===== config.mk =====
export PLATFORM = sky130hd
export DESIGN_NAME = sel_mux_scanner
export DESIGN_NICKNAME = d
export VERILOG_FILES = /design/src/rtl/sel_mux_scanner.sv
export SDC_FILE = /design/constraint.sdc
export NUM_CORES = 1
export LEC_CHECK = 0
export BUFFER_PORTS_ARGS = -buffer_cell sky130_fd_sc_hd__buf_2
export CAP_MARGIN = 15
export CORE_AREA = 2 2 423 425
export DETAILED_ROUTE_END_ITERATION = 16
export DIE_AREA = 0 0 425 427
export GPL_ROUTABILITY_DRIVEN = 0
export PLACE_DENSITY = 0.3
export SYNTH_ARGS = -nofsm -noshare
export SYNTH_HDL_FRONTEND = slang
export SYNTH_SLANG_ARGS = --single-unit

===== constraint.sdc =====
create_clock -name clk -period 5.94 [get_ports clk]
set_input_delay 0 -clock clk [delete_from_list [all_inputs] [get_ports clk]]
set_output_delay 0 -clock clk [all_outputs]
set_load 0.05 [all_outputs]

===== src/rtl/sel_mux_scanner.sv =====
// ---------------------------------------------------------------------------
// sel_mux_scanner
//
// Registered word selector with a valid/ready output port. Picks one of
// NUM_IN words of WIDTH bits either on demand (single-shot by index) or
// streams every channel 0..NUM_IN-1 in order (auto-scan), honouring
// downstream backpressure.
//
// Optional build macro: SEL_MUX_SCANNER_PARITY_EN
//   When defined, adds out_parity = XOR-reduction of the word held in
//   out_data, registered on the same edge as out_data (reset value 0).
//
// Ports
//   clk         in   rising-edge clock
//   reset_n     in   asynchronous active-low reset
//   d_in        in   flattened inputs, channel k at [k*WIDTH +: WIDTH]
//   sel         in   channel index for a single-shot request
//   sel_valid   in   single-shot request strobe (sampled only in IDLE)
//   scan_start  in   scan request strobe (sampled only in IDLE)
//   out_data    out  registered selected word
//   out_ch      out  channel index of out_data
//   out_valid   out  out_data/out_ch valid
//   out_ready   in   consumer accepts the current word
//   busy        out  high whenever the FSM is not IDLE
//   sel_err     out  one-cycle pulse on an out-of-range single-shot index
//   out_parity  out  (parity build only) XOR of out_data
//
// state | meaning
// ------+---------------------------------------------------------------
// IDLE  | waiting for sel_valid / scan_start; outputs not valid
// HOLD  | single-shot word presented until out_ready
// SCAN  | streaming channels, out_ch is the scan position
// ---------------------------------------------------------------------------
module sel_mux_scanner #(
  parameter int WIDTH  = 32,
  parameter int NUM_IN = 32,
  parameter int SEL_W  = 5
) (
  input  logic                    clk,
  input  logic                    reset_n,
  input  logic [NUM_IN*WIDTH-1:0] d_in,
  input  logic [SEL_W-1:0]        sel,
  input  logic                    sel_valid,
  input  logic                    scan_start,
  output logic [WIDTH-1:0]        out_data,
  output logic [SEL_W-1:0]        out_ch,
  output logic                    out_valid,
  input  logic                    out_ready,
  output logic                    busy,
  output logic                    sel_err
`ifdef SEL_MUX_SCANNER_PARITY_EN
  ,
  output logic                    out_parity
`endif
);

  // Every index value the sel port can express gets a slot; slots past
  // NUM_IN read as zero so no index ever selects an undriven word.
  localparam int NUM_SLOT = 2 ** SEL_W;
  localparam logic [SEL_W:0]   NUM_IN_W = (SEL_W + 1)'(NUM_IN);
  localparam logic [SEL_W-1:0] LAST_CH  = SEL_W'(NUM_IN - 1);

  typedef enum logic [1:0] {
    IDLE = 2'd0,
    HOLD = 2'd1,
    SCAN = 2'd2
  } state_t;

  state_t             state_q;
  logic [WIDTH-1:0]   out_data_q;
  logic [SEL_W-1:0]   out_ch_q;
  logic               out_valid_q;
  logic               busy_q;
  logic               sel_err_q;

  logic [WIDTH-1:0]   ch_w [NUM_SLOT];

  logic               sel_ok_d;
  logic               last_ch_d;
  logic [SEL_W-1:0]   ch_next_d;
  logic               load_en_d;
  logic [WIDTH-1:0]   load_word_d;
  logic [SEL_W-1:0]   load_ch_d;

  for (genvar g = 0; g < NUM_SLOT; g++) begin : g_ch
    if (g < NUM_IN) begin : g_live
      assign ch_w[g] = d_in[g*WIDTH +: WIDTH];
    end else begin : g_pad
      assign ch_w[g] = '0;
    end
  end

  assign sel_ok_d  = ({1'b0, sel} < NUM_IN_W);
  assign last_ch_d = (out_ch_q == LAST_CH);
  assign ch_next_d = out_ch_q + SEL_W'(1);

  // Which word (if any) gets captured on this edge. Kept separate from the
  // state register so the data/parity capture sits in one place.
  always_comb begin
    load_en_d   = 1'b0;
    load_word_d = '0;
    load_ch_d   = '0;
    case (state_q)
      IDLE: begin
        if (sel_valid) begin
          if (sel_ok_d) begin
            load_en_d   = 1'b1;
            load_word_d = ch_w[sel];
            load_ch_d   = sel;
          end
        end else if (scan_start) begin
          load_en_d   = 1'b1;
          load_word_d = ch_w[0];
          load_ch_d   = '0;
        end
      end
      SCAN: begin
        if (out_ready && !last_ch_d) begin
          load_en_d   = 1'b1;
          load_word_d = ch_w[ch_next_d];
          load_ch_d   = ch_next_d;
        end
      end
      default: begin
        load_en_d = 1'b0;
      end
    endcase
  end

`ifdef SEL_MUX_SCANNER_PARITY_EN
  logic out_parity_q;
`endif

  always_ff @(posedge clk or negedge reset_n) begin
    if (!reset_n) begin
      state_q     <= IDLE;
      out_data_q  <= '0;
      out_ch_q    <= '0;
      out_valid_q <= 1'b0;
      busy_q      <= 1'b0;
      sel_err_q   <= 1'b0;
`ifdef SEL_MUX_SCANNER_PARITY_EN
      out_parity_q <= 1'b0;
`endif
    end else begin
      sel_err_q <= 1'b0;

      if (load_en_d) begin
        out_data_q <= load_word_d;
        out_ch_q   <= load_ch_d;
`ifdef SEL_MUX_SCANNER_PARITY_EN
        out_parity_q <= ^load_word_d;
`endif
      end

      case (state_q)
        IDLE: begin
          // sel_valid has priority; a simultaneous scan_start is dropped.
          if (sel_valid) begin
            if (sel_ok_d) begin
              state_q     <= HOLD;
              out_valid_q <= 1'b1;
              busy_q      <= 1'b1;
            end else begin
              sel_err_q <= 1'b1;
            end
          end else if (scan_start) begin
            state_q     <= SCAN;
            out_valid_q <= 1'b1;
            busy_q      <= 1'b1;
          end
        end
        HOLD: begin
          if (out_ready) begin
            state_q     <= IDLE;
            out_valid_q <= 1'b0;
            busy_q      <= 1'b0;
          end
        end
        SCAN: begin
          if (out_ready && last_ch_d) begin
            state_q     <= IDLE;
            out_valid_q <= 1'b0;
            busy_q      <= 1'b0;
          end
        end
        default: begin
          state_q     <= IDLE;
          out_valid_q <= 1'b0;
          busy_q      <= 1'b0;
        end
      endcase
    end
  end

  assign out_data  = out_data_q;
  assign out_ch    = out_ch_q;
  assign out_valid = out_valid_q;
  assign busy      = busy_q;
  assign sel_err   = sel_err_q;
`ifdef SEL_MUX_SCANNER_PARITY_EN
  assign out_parity = out_parity_q;
`endif

endmodule


* Word level (Yosys, flattened, before mapping)
Index checks and enable logic that the tools add are counted.
** Operators by class
- Add/subtract/negate cells :: 1
- $lt $le $gt $ge :: 2
- Equal/unequal tests :: 6
- Muxes and demuxes :: 27
- Bitwise logic cells :: 2
- Reduce and logical (&&, ||, !) cells :: 5
** Operators by type and width (count)
- $bmux 32 s5 :: 2
- $mux 32 :: 7
- $pmux 32 s2 :: 1
- $ge 6x6->1 const B :: 2
- $not 5->6 :: 2
- $mux 5 :: 2
- $pmux 5 s2 :: 1
- $mux 2 :: 4
- $mux 1 :: 7
- $pmux 2 s3 :: 1
- $add 5x1->5 const B :: 1
- $eq 5x5->1 const B :: 1
- $ne 2x2->1 const B :: 2
- $ne 3x3->1 const B :: 1
- $pmux 1 s3 :: 1
- $reduce_and 3->1 :: 1
- $eq 2x1->1 const B :: 1
- $eq 2x2->1 const B :: 1
- $logic_and 1x1->1 :: 2
- $logic_not 2->1 :: 1
- $pmux 1 s2 :: 1
- $logic_not 1->1 :: 1
** Word-level totals
- Register bits after elaboration :: 40
- Input bits :: 1034
- Output and inout port bits :: 40
- Word-level logic and storage cells :: 47

* Longest topological paths before layout
Gate-level depths: netlist of run 1.
- Depth after elaboration :: 7
- Gate-level depth with buffers :: 11
- Gate-level depth less buffers :: 9

* Least setup slack after synthesis of run 1
OpenSTA, ideal clock, no wires.
- Path type :: register -> register
- From :: register out_ch_q[1] (netlist: out_ch[1])
- To :: register out_data_q[20] (netlist: out_data[20])
- Setup time :: 0.126 ns
- Arrival :: 2.621 ns
- Required time :: 5.814 ns
- Slack :: 3.193 ns
- Cell stages (with the launch flop) :: 11
- Path buffers :: 1
- Period minus slack after synthesis :: 2.747 ns
- Cell sequence :: dfrtp_1 ha_1 and3_1 ha_1 nand4bb_1 buf_2 nor2_1 and3_1 a221oi_1 o311ai_1 o32a_1
** On the way
- Word-level cells in the longest chain between the ends :: 7
- Elaborated cells between the ends (all ways) :: 12
- Those cells by class :: 1 x add/sub; 1 x eq/ne; 7 x mux; 1 x bitwise; 2 x reduce/logical
** RTL lines
- from (decl) :: RTL line 71 : logic [SEL_W-1:0] out_ch_q;
- from (signal assigned) :: RTL line 150 : out_ch_q <= load_ch_d;
- $add 5x1->5 :: RTL line 95 : assign ch_next_d = out_ch_q + SEL_W'(1);
- $not 5->6 (implied by the code) :: RTL line 120 : load_word_d = ch_w[ch_next_d];
- $bmux 32 s5 :: RTL line 120
- $mux 32 (implied by the code) (2 in series) :: RTL line 120
- $mux 32 :: RTL line 118 : if (out_ready && !last_ch_d) begin
- $pmux 32 s2 :: RTL line 103 : case (state_q)
- to (signal assigned) :: RTL line 149 : out_data_q <= load_word_d;
- to (decl) :: RTL line 70 : logic [WIDTH-1:0] out_data_q;
Parallel ways exist; a longest one is shown, timed or not. The select of a mux whose other input is x is not followed.
A chain may end at the register's enable or synchronous reset.

* Final worst setup path of run 1
- From :: register out_ch_q[0] (netlist: out_ch[0])
- To :: register out_data_q[22] (netlist: out_data[22])
Same word-level chain as after synthesis.

==> results of run 1 <==
## cell families after synthesis
logic type / count (synthesis) / synth area share
AND/OR/NAND/NOR: 390 / 0.0995
flip-flops: 40 / 0.0553
buffers and inverters: 198 / 0.0569
AO/OA/AOI/OAI: 294 / 0.108
other: 1 / 0.000207
adder cells (fa/ha/maj): 2 / 0.00138
multiplexers: 604 / 0.676
XOR/XNOR: 4 / 0.00235
## synth_stat cells, drive strengths merged, types with 13 or more instances
| cell type | n |
|---|---|
| mux2i | 111 |
| dfrtp | 40 |
| and2 | 17 |
| o211ai | 18 |
| o22ai | 13 |
| clkbuf | 53 |
| a22oi | 46 |
| nand2 | 196 |
| mux4 | 493 |
| a21oi | 72 |
| nand4 | 29 |
| a221oi | 25 |
| a31oi | 30 |
| buf | 140 |
| nand3 | 61 |
| nor2 | 49 |
| o21ai | 47 |
## layer usage
layer,routed length (µm),global-route usage,vias up
met3,16900,0.0580,243
li1,-,-,8654
met5,448,0,-
met4,3690,0.0348,70
met1,81300,0.270,12015
met2,82100,0.294,1339
## path summary, 6_finish.rpt
kind / endpoint / depth (start not counted)
setup reg to reg: out_data[22] / 10
setup / recovery: out_data[22] / 10
hold reg to reg: out_data[20] / 1
hold / removal: busy / 3
max in group asynchronous: out_ch[0] / 2
min in group asynchronous: out_data[2] / 2
## registers in the layout, indices dropped and copies added, names as in the netlist
signal	cells
out_ch	5
busy	1
state_q	2
out_data	32
## power groups by stage
| stage | sequential, µW | clock [µW] | combinational (µW) |
|---|---|---|---|
| 3_5_place_dp | 648 | 0 | 9290 |
| 4_1_cts | 642 | 455 | 9330 |
| 6_report | 638 | 419 | 9280 |
| 2_1_floorplan | 960 | 0 | 5210 |
| 3_3_place_gp | 649 | 0 | 9360 |
| 5_1_grt | 661 | 443 | 9760 |
## area by class of cell
class                   count  area [µm²]
inverters                   5        21.3
repair buffers           1133        5950
multi-input cells        1295       16200
diodes                     44         110
fillers                 20240      151000
well taps                2355        2950
clock inverters             3        47.5
clock buffers               5         125
flip-flops and latches     40        1000
## per-stage QoR
step	hold slack, ns	cells	utilization	setup WS (ns)	power (µW)
after floorplan	-0.296	1533	-	3.19	6170
after global routing	0.0505	4854	0.149	1.41	10900
after detailed placement	0.175	4826	0.147	1.57	9940
final	0.0336	4880	0.149	1.73	10300
after CTS	0.00694	4836	0.148	1.55	10400
after global placement	0.173	4826	0.147	1.63	10000
## worst max-delay path: stages (launching register included)
cell and delay [ns]:
sky130_fd_sc_hd__dfrtp_4 0.67, sky130_fd_sc_hd__ha_4 0.28, sky130_fd_sc_hd__and3_1 0.15, sky130_fd_sc_hd__ha_1 0.22, sky130_fd_sc_hd__nand4bb_2 0.22, sky130_fd_sc_hd__buf_4 0.27
sky130_fd_sc_hd__nor2_1 0.81, sky130_fd_sc_hd__nand2_1 0.83, sky130_fd_sc_hd__o22a_1 0.40, sky130_fd_sc_hd__o2111ai_1 0.11, sky130_fd_sc_hd__o32a_1 0.19
## timing repair
item,in CTS,in global routing
setup buffers,0,0
hold buffers,2,0
endpoints found under the hold margin,41,0
gates resized for setup,0,0
endpoints found under the setup margin,0,0
==> results.md, run 1 <==
Route:
- The overall via count from detail_route is 22321.
- The post-detailed-route DRC marker count is 0.
- After detailed routing, the average wire length per cell comes to 37.8 µm.
- The DRC violation total after the first TritonRoute iteration is 2297.
- The detail route stage leaves a number of antenna-violating nets equal to 0.
- The via density per instance is 4.57.
- The pre-antenna-repair detailed-routing pass consisted of 5 iterations.
- The routed design has 184000 µm of wire.

Clocking:
- The number of levels in the clock H-tree is 2.
- The TritonCTS buffer count is 5.
- The clock tree from TritonCTS is done.
- The library cell used as clock root buffer is sky130_fd_sc_hd__clkbuf_16.
- The clock latency at the later pin of the worst-skew pair is 0.36 ns.
- The clock drives 40 sinks.
- Clock-pin slew was measured on the worst setup and hold paths at 0.11 ns.
- No sink is reached through more buffers than the 2 on the longest clock path.

Worst hold path:
- The worst hold path begins at sel_valid.
- The path class of the tightest hold or removal check is input port to flip-flop.

Synthesis:
- The fraction of synthesis flops using an asynchronous set or reset pin is 1.00.
- Among all flip-flop cells after synthesis, the most frequent one is sky130_fd_sc_hd__dfrtp_1.
- The number of nets handed over by synthesis was 2569.
- The distinct cell type count of the synthesized netlist is 61.
- Averaged over all synthesized cells, the footprint is 11.8 µm².
- The mapped netlist covers 18100 µm².
- The largest area contributor in the synthesized netlist is sky130_fd_sc_hd__mux4_2.
- Synthesis produced a netlist whose cell count is 1533.
- In the post-synthesis netlist, the biggest area contributors are sky130_fd_sc_hd__mux4_2 (60%), sky130_fd_sc_hd__mux2i_1 (6.1%), sky130_fd_sc_hd__dfrtp_1 (5.5%), sky130_fd_sc_hd__nand2_1 (4.1%), sky130_fd_sc_hd__buf_2 (2.3%).
- The proportion of netlist area held by the largest area contributor is 0.605.
- The flop and latch count out of synthesis is 40.
- The sequential fraction of the synthesis area is 0.0553.
- Yosys mapped a number of flops with a built-in enable equal to 0.
- The count of warnings emitted by yosys is 0.

Critical path:
- The required arrival time at the worst endpoint is 6.25 ns.
- The kind of start point of the critical path is a flip-flop.
- The critical path in this run is classified as flip-flop to flip-flop.
- The source of the worst register-to-register timing path is out_ch[0].
- Along the worst path, the maximum fanout reaches 21.
- The origin of the worst setup path is out_ch[0].
- For flop-to-flop paths, the worst setup slack is 1.73 ns.
- The worst setup path is captured at a flip-flop.
- Data on the critical path arrives at its endpoint at 4.52 ns.

Global routing:
- For this run, the total global-route usage over all layers was measured as 0.193.
- The number of global-route vias before repair came to 21785.
- The largest net degree at the start of global routing is 97.
- The initial antenna violation count is 146.
- The first global-routing pass estimated 232000 µm of wire.
- Global routing finished with a remaining overflow of 0.

Cells and area:
- The relative area change from synthesis to final layout is 46.0%.
- The final instance area is 26400 µm².
- The most frequent standard cell in the layout excluding fill and tap cells is sky130_fd_sc_hd__buf_2.
- Of the cells placed in the final design, the portion with a size suffix greater than 1 is 0.666.
- Leaving out fill and tap cells, the most frequent cells in the layout are sky130_fd_sc_hd__buf_2 (1068), sky130_fd_sc_hd__mux4_2 (486), sky130_fd_sc_hd__nand2_1 (195).
- The number of nets in the finished design is 3516.

Floorplan:
- The number of ports placed on the die boundary is 1074.
- The initial core utilization is 0.102.
- The die covers 181000 µm².
- The number of standard-cell rows in the floorplan is 155.
- The die width is 425 µm.
- In this run the standard cell core region covers 177000 µm².
- The die outline height is 427 µm.

Power and ir drop:
- Of the total power, the clock network draws 0.041.
- The switching share of power is 0.598.
- The share of total power dissipated in combinational logic is 0.898.
- Across the VDD grid, the largest voltage drop is 328 µV.
- Dividing total power by cell area gives a power density of 391 nW/µm².
- The power share of the sequential group is 0.062.
- Cell internal power was estimated by the tool at 4150 µW.
- The switching power total is 6180 µW.
- The leakage power summed over all cells is 0.0101 µW.

STA:
- The count of final hold-check violations is 0.
- Across the routed clock network, the largest skew measured is 0.0155 ns.
- The worst max-slew margin expressed relative to the limit is 0.268.
- The count of pins over their slew limit came to 0.
- At the pin with the least slew margin, the transition time is 1.10 ns.
- Dividing the final minimum period by the clock period gives 0.709.
- Setup total negative slack on the finished layout was measured at 0 ns.
- Subtracting the final worst setup slack from the clock period gives 4.21 ns.
- Timing would allow up to 0.237 GHz.
- Setup repair after global routing left no endpoint under its margin.
- Setup violations remaining at the end of the flow were counted as 0.

Outcome:
- The run finished with clean final reports.

Placement:
- The cell area reported after detailed placement is 26100 µm².
- The count of buffers added on input and output ports is 1072.
- Detailed placement finished with a half-perimeter wire length of 156000 µm.

Flow run:
- The tool flagged a number of max-cap violations equal to 0.
(Power assumes the default switching activity.)
==> run 2: changes to the inputs <==
--- a/config.mk
+++ b/config.mk
@@ -7,9 +7,9 @@
 export LEC_CHECK = 0
 export BUFFER_PORTS_ARGS = -buffer_cell sky130_fd_sc_hd__buf_2
 export CAP_MARGIN = 15
-export CORE_AREA = 2 2 423 425
+export CORE_AREA = 2 2 413 415
 export DETAILED_ROUTE_END_ITERATION = 16
-export DIE_AREA = 0 0 425 427
+export DIE_AREA = 0 0 415 417
 export GPL_ROUTABILITY_DRIVEN = 0
 export PLACE_DENSITY = 0.3
 export SYNTH_ARGS = -nofsm -noshare
==> constraint.sdc (replaced) <==
create_clock -name clk -period 3.6 [get_ports clk]
set_input_delay 0 -clock clk [delete_from_list [all_inputs] [get_ports clk]]
set_output_delay 0 -clock clk [all_outputs]
set_load 0.05 [all_outputs]
==> results.md, run 2 (same netlist as run 1, synthesis figures left out) <==
Placement:
- Buffers placed on the I/O ports in this run total 1072.
- The setup slack at placement is 0.128 ns.
- After legalization and detailed placement, the total HPWL measured 156000 µm.
- Once placement completed, the tool counted placed cells totaling 4758.
- The cell area reported after detailed placement is 26700 µm².

STA:
- The share of the clock period used by the worst path is 0.979.
- Across the routed clock network, the largest skew measured is 0.0259 ns.
- In this run the tightest slew margin relative to its limit is 0.0593.
- Across all setup checks in the final design, the least slack found is 0.0753 ns.
- Setup violations remaining at the end of the flow were counted as 0.
- The count of final hold-check violations came to 0.
- The slew at the pin closest to its max-slew limit is 1.40 ns.
- Setup total negative slack on the finished layout was measured at 0 ns.
- Counting I/O delays and the setup requirement, the final critical path takes 3.52 ns.
- The count of pins over their slew limit came to 0.
- Derived from the worst setup path, the maximum achievable clock frequency is 0.284 GHz.
- Setup repair after global routing left no endpoint under its margin.

Cells and area:
- Leaving out fill and tap cells, the most frequent cell in the layout is sky130_fd_sc_hd__buf_2.
- The finished cells cover 27000 µm².
- The relative area change from synthesis to final layout is 49.2%.
- The share of layout cells above drive strength 1 is 0.676.
- The final core utilization is 0.160.
- The top cell types in the final layout, fill and taps aside, are sky130_fd_sc_hd__buf_2 (1068), sky130_fd_sc_hd__mux4_2 (486), sky130_fd_sc_hd__nand2_1 (195).
- The register with the most flip-flops in the layout has 32 of them.
- The number of nets in the finished design is 3587.
- The number of cells in the finished layout apart from fillers is 4819.

Route:
- The via density per instance is 4.69.
- Detailed routing inserted a total of 22625 vias.
- For this block, the initial DRC count from the detailed router was 2225.
- The detailed-route wire length per cell is 37.8 µm.
- The aggregate routed wire length is 182000 µm.
- For this run, the detailed router's first-pass iteration total came to 5.
- The post-detailed-route DRC marker count is 0.
- The count of nets left with antenna violations once routing finished came out at 0.

Global routing:
- The global route total overflow is 0.
- The global-route usage over all layers is 0.202.
- Entering global routing, the biggest net connects 59 pins.
- The global-route wire length before repair is 234000 µm.
- The initial antenna violation count came to 171.
- The number of global-route vias before repair is 22706.

Critical path:
- The capturing element type of the critical path is a flip-flop.
- The type of the worst setup path is flip-flop to flip-flop.
- The required arrival time at the worst endpoint is 3.84 ns.
- For the worst setup path, the data arrival time is 3.77 ns.
- In this run the worst path has a maximum fanout of 28.
- The worst setup path is launched from a flip-flop.

Clocking:
- Clock tree synthesis inserted a total of 5 buffers.
- The clock tree from TritonCTS is done.
- Counting every sink on the clock net gives 40.
- The tree is rooted in a sky130_fd_sc_hd__clkbuf_16.
- The number of levels in the clock H-tree is 2.
- The longest clock path from root to sink contains 2 buffers.
- At the later pin of the worst-skew pair, clock insertion delay measures 0.37 ns.
- The clock input transition at the sequential cells of the worst setup and hold paths is 0.11 ns.
- In this run the post-CTS setup repair buffer count came out at 0.

Floorplan:
- The die outline height is 417 µm.
- The die outline area is 173000 µm².
- For this configuration, the core starts out at a cell density of 0.107.
- Pin placement for this block handled 1074 I/O pins.
- In this run the core area contains 151 standard-cell rows.
- After floorplanning, the core was sized to cover 169000 µm².
- The die width is 415 µm.

Power and ir drop:
- VDD sags by at most 386 µV.
- The leakage power summed over all cells is 0.0105 µW.
- Power spread over the standard cell area amounts to 631 nW/µm².

Worst hold path:
- The path class of the tightest hold or removal check is input port to flip-flop.

Flow run:
- Max-cap violations in this run came to 0.

Outcome:
- The flow ran to the end, and the final reports show no timing, DRC or antenna violations.
-- run 2: cell count changes in the layout (fill, tap and decap cells not counted), moves of 2 or more --
cell                       delta
sky130_fd_sc_hd__buf_12      +17
sky130_fd_sc_hd__buf_4       +52
sky130_fd_sc_hd__diode_2      +6
sky130_fd_sc_hd__clkinv_4     -2
-- run 2: stage by stage --
step                      total power [µW]  hold slack [ns]
after floorplan                      10200           -0.296
after global placement               16600           0.0529
after detailed placement             16500           0.0457
after CTS                            17300          0.00952
after global routing                 18000           0.0577
final                                17000           0.0513
-- run 2: timing repair --
item / CTS / global route
endpoints found under the setup margin: 0 / 2
hold endpoints to repair: 28 / 0
gates resized for setup: 0 / 2
hold buffers: 3 / 0
-- run 2: routing by layer --
metal  GRT usage  routed length [µm]  vias up
li1            -                   -     8823
met1       0.271               78100    12072
met2       0.315               83400     1346
met3      0.0668               17300      282
met4      0.0399                2910      102
met5           0                 650        -
-- run 2: path summary, 6_finish.rpt --
kind	startpoint	end	slack [ns]	cells after the start
max	out_ch[0]	out_data[24]	0.08	8
min	sel_valid	busy	0.05	3
max reg2reg	out_ch[0]	out_data[24]	0.08	8
min reg2reg	out_data[10]	out_data[10]	0.52	1
max in group asynchronous	reset_n	out_data[31]	2.58	3
min in group asynchronous	reset_n	out_data[2]	0.17	2
-- run 2: worst max-delay path, stage by stage, from the launching register on --
cell and delay (ns):
sky130_fd_sc_hd__dfrtp_4 0.57, sky130_fd_sc_hd__ha_4 0.62, sky130_fd_sc_hd__buf_12 0.28, sky130_fd_sc_hd__buf_4 0.30, sky130_fd_sc_hd__mux4_2 0.34, sky130_fd_sc_hd__mux2i_1 0.46, sky130_fd_sc_hd__o211ai_1 0.15, sky130_fd_sc_hd__nor4_1 0.46
sky130_fd_sc_hd__a21oi_1 0.14
-- run 2: layout make-up --
type / instances / area, µm²
Antenna cell: 50 / 125
Timing Repair Buffer: 1204 / 6700
Multi-Input combinational cell: 1295 / 16200
Inverter: 5 / 21.3
Sequential cell: 40 / 1000
Fill cell: 19216 / 142000
Tap cell: 2218 / 2780
Clock inverter: 2 / 12.5
Clock buffer: 5 / 125
-- run 2: power breakdown --
part | leakage [µW] | internal, µW | switching (µW) | total [µW]
Combinational | 0.00997 | 6280 | 9130 | 15400
Clock | 0.0000660 | 259 | 388 | 647
Sequential | 0.000474 | 690 | 272 | 963
Total | 0.0105 | 7230 | 9790 | 17000
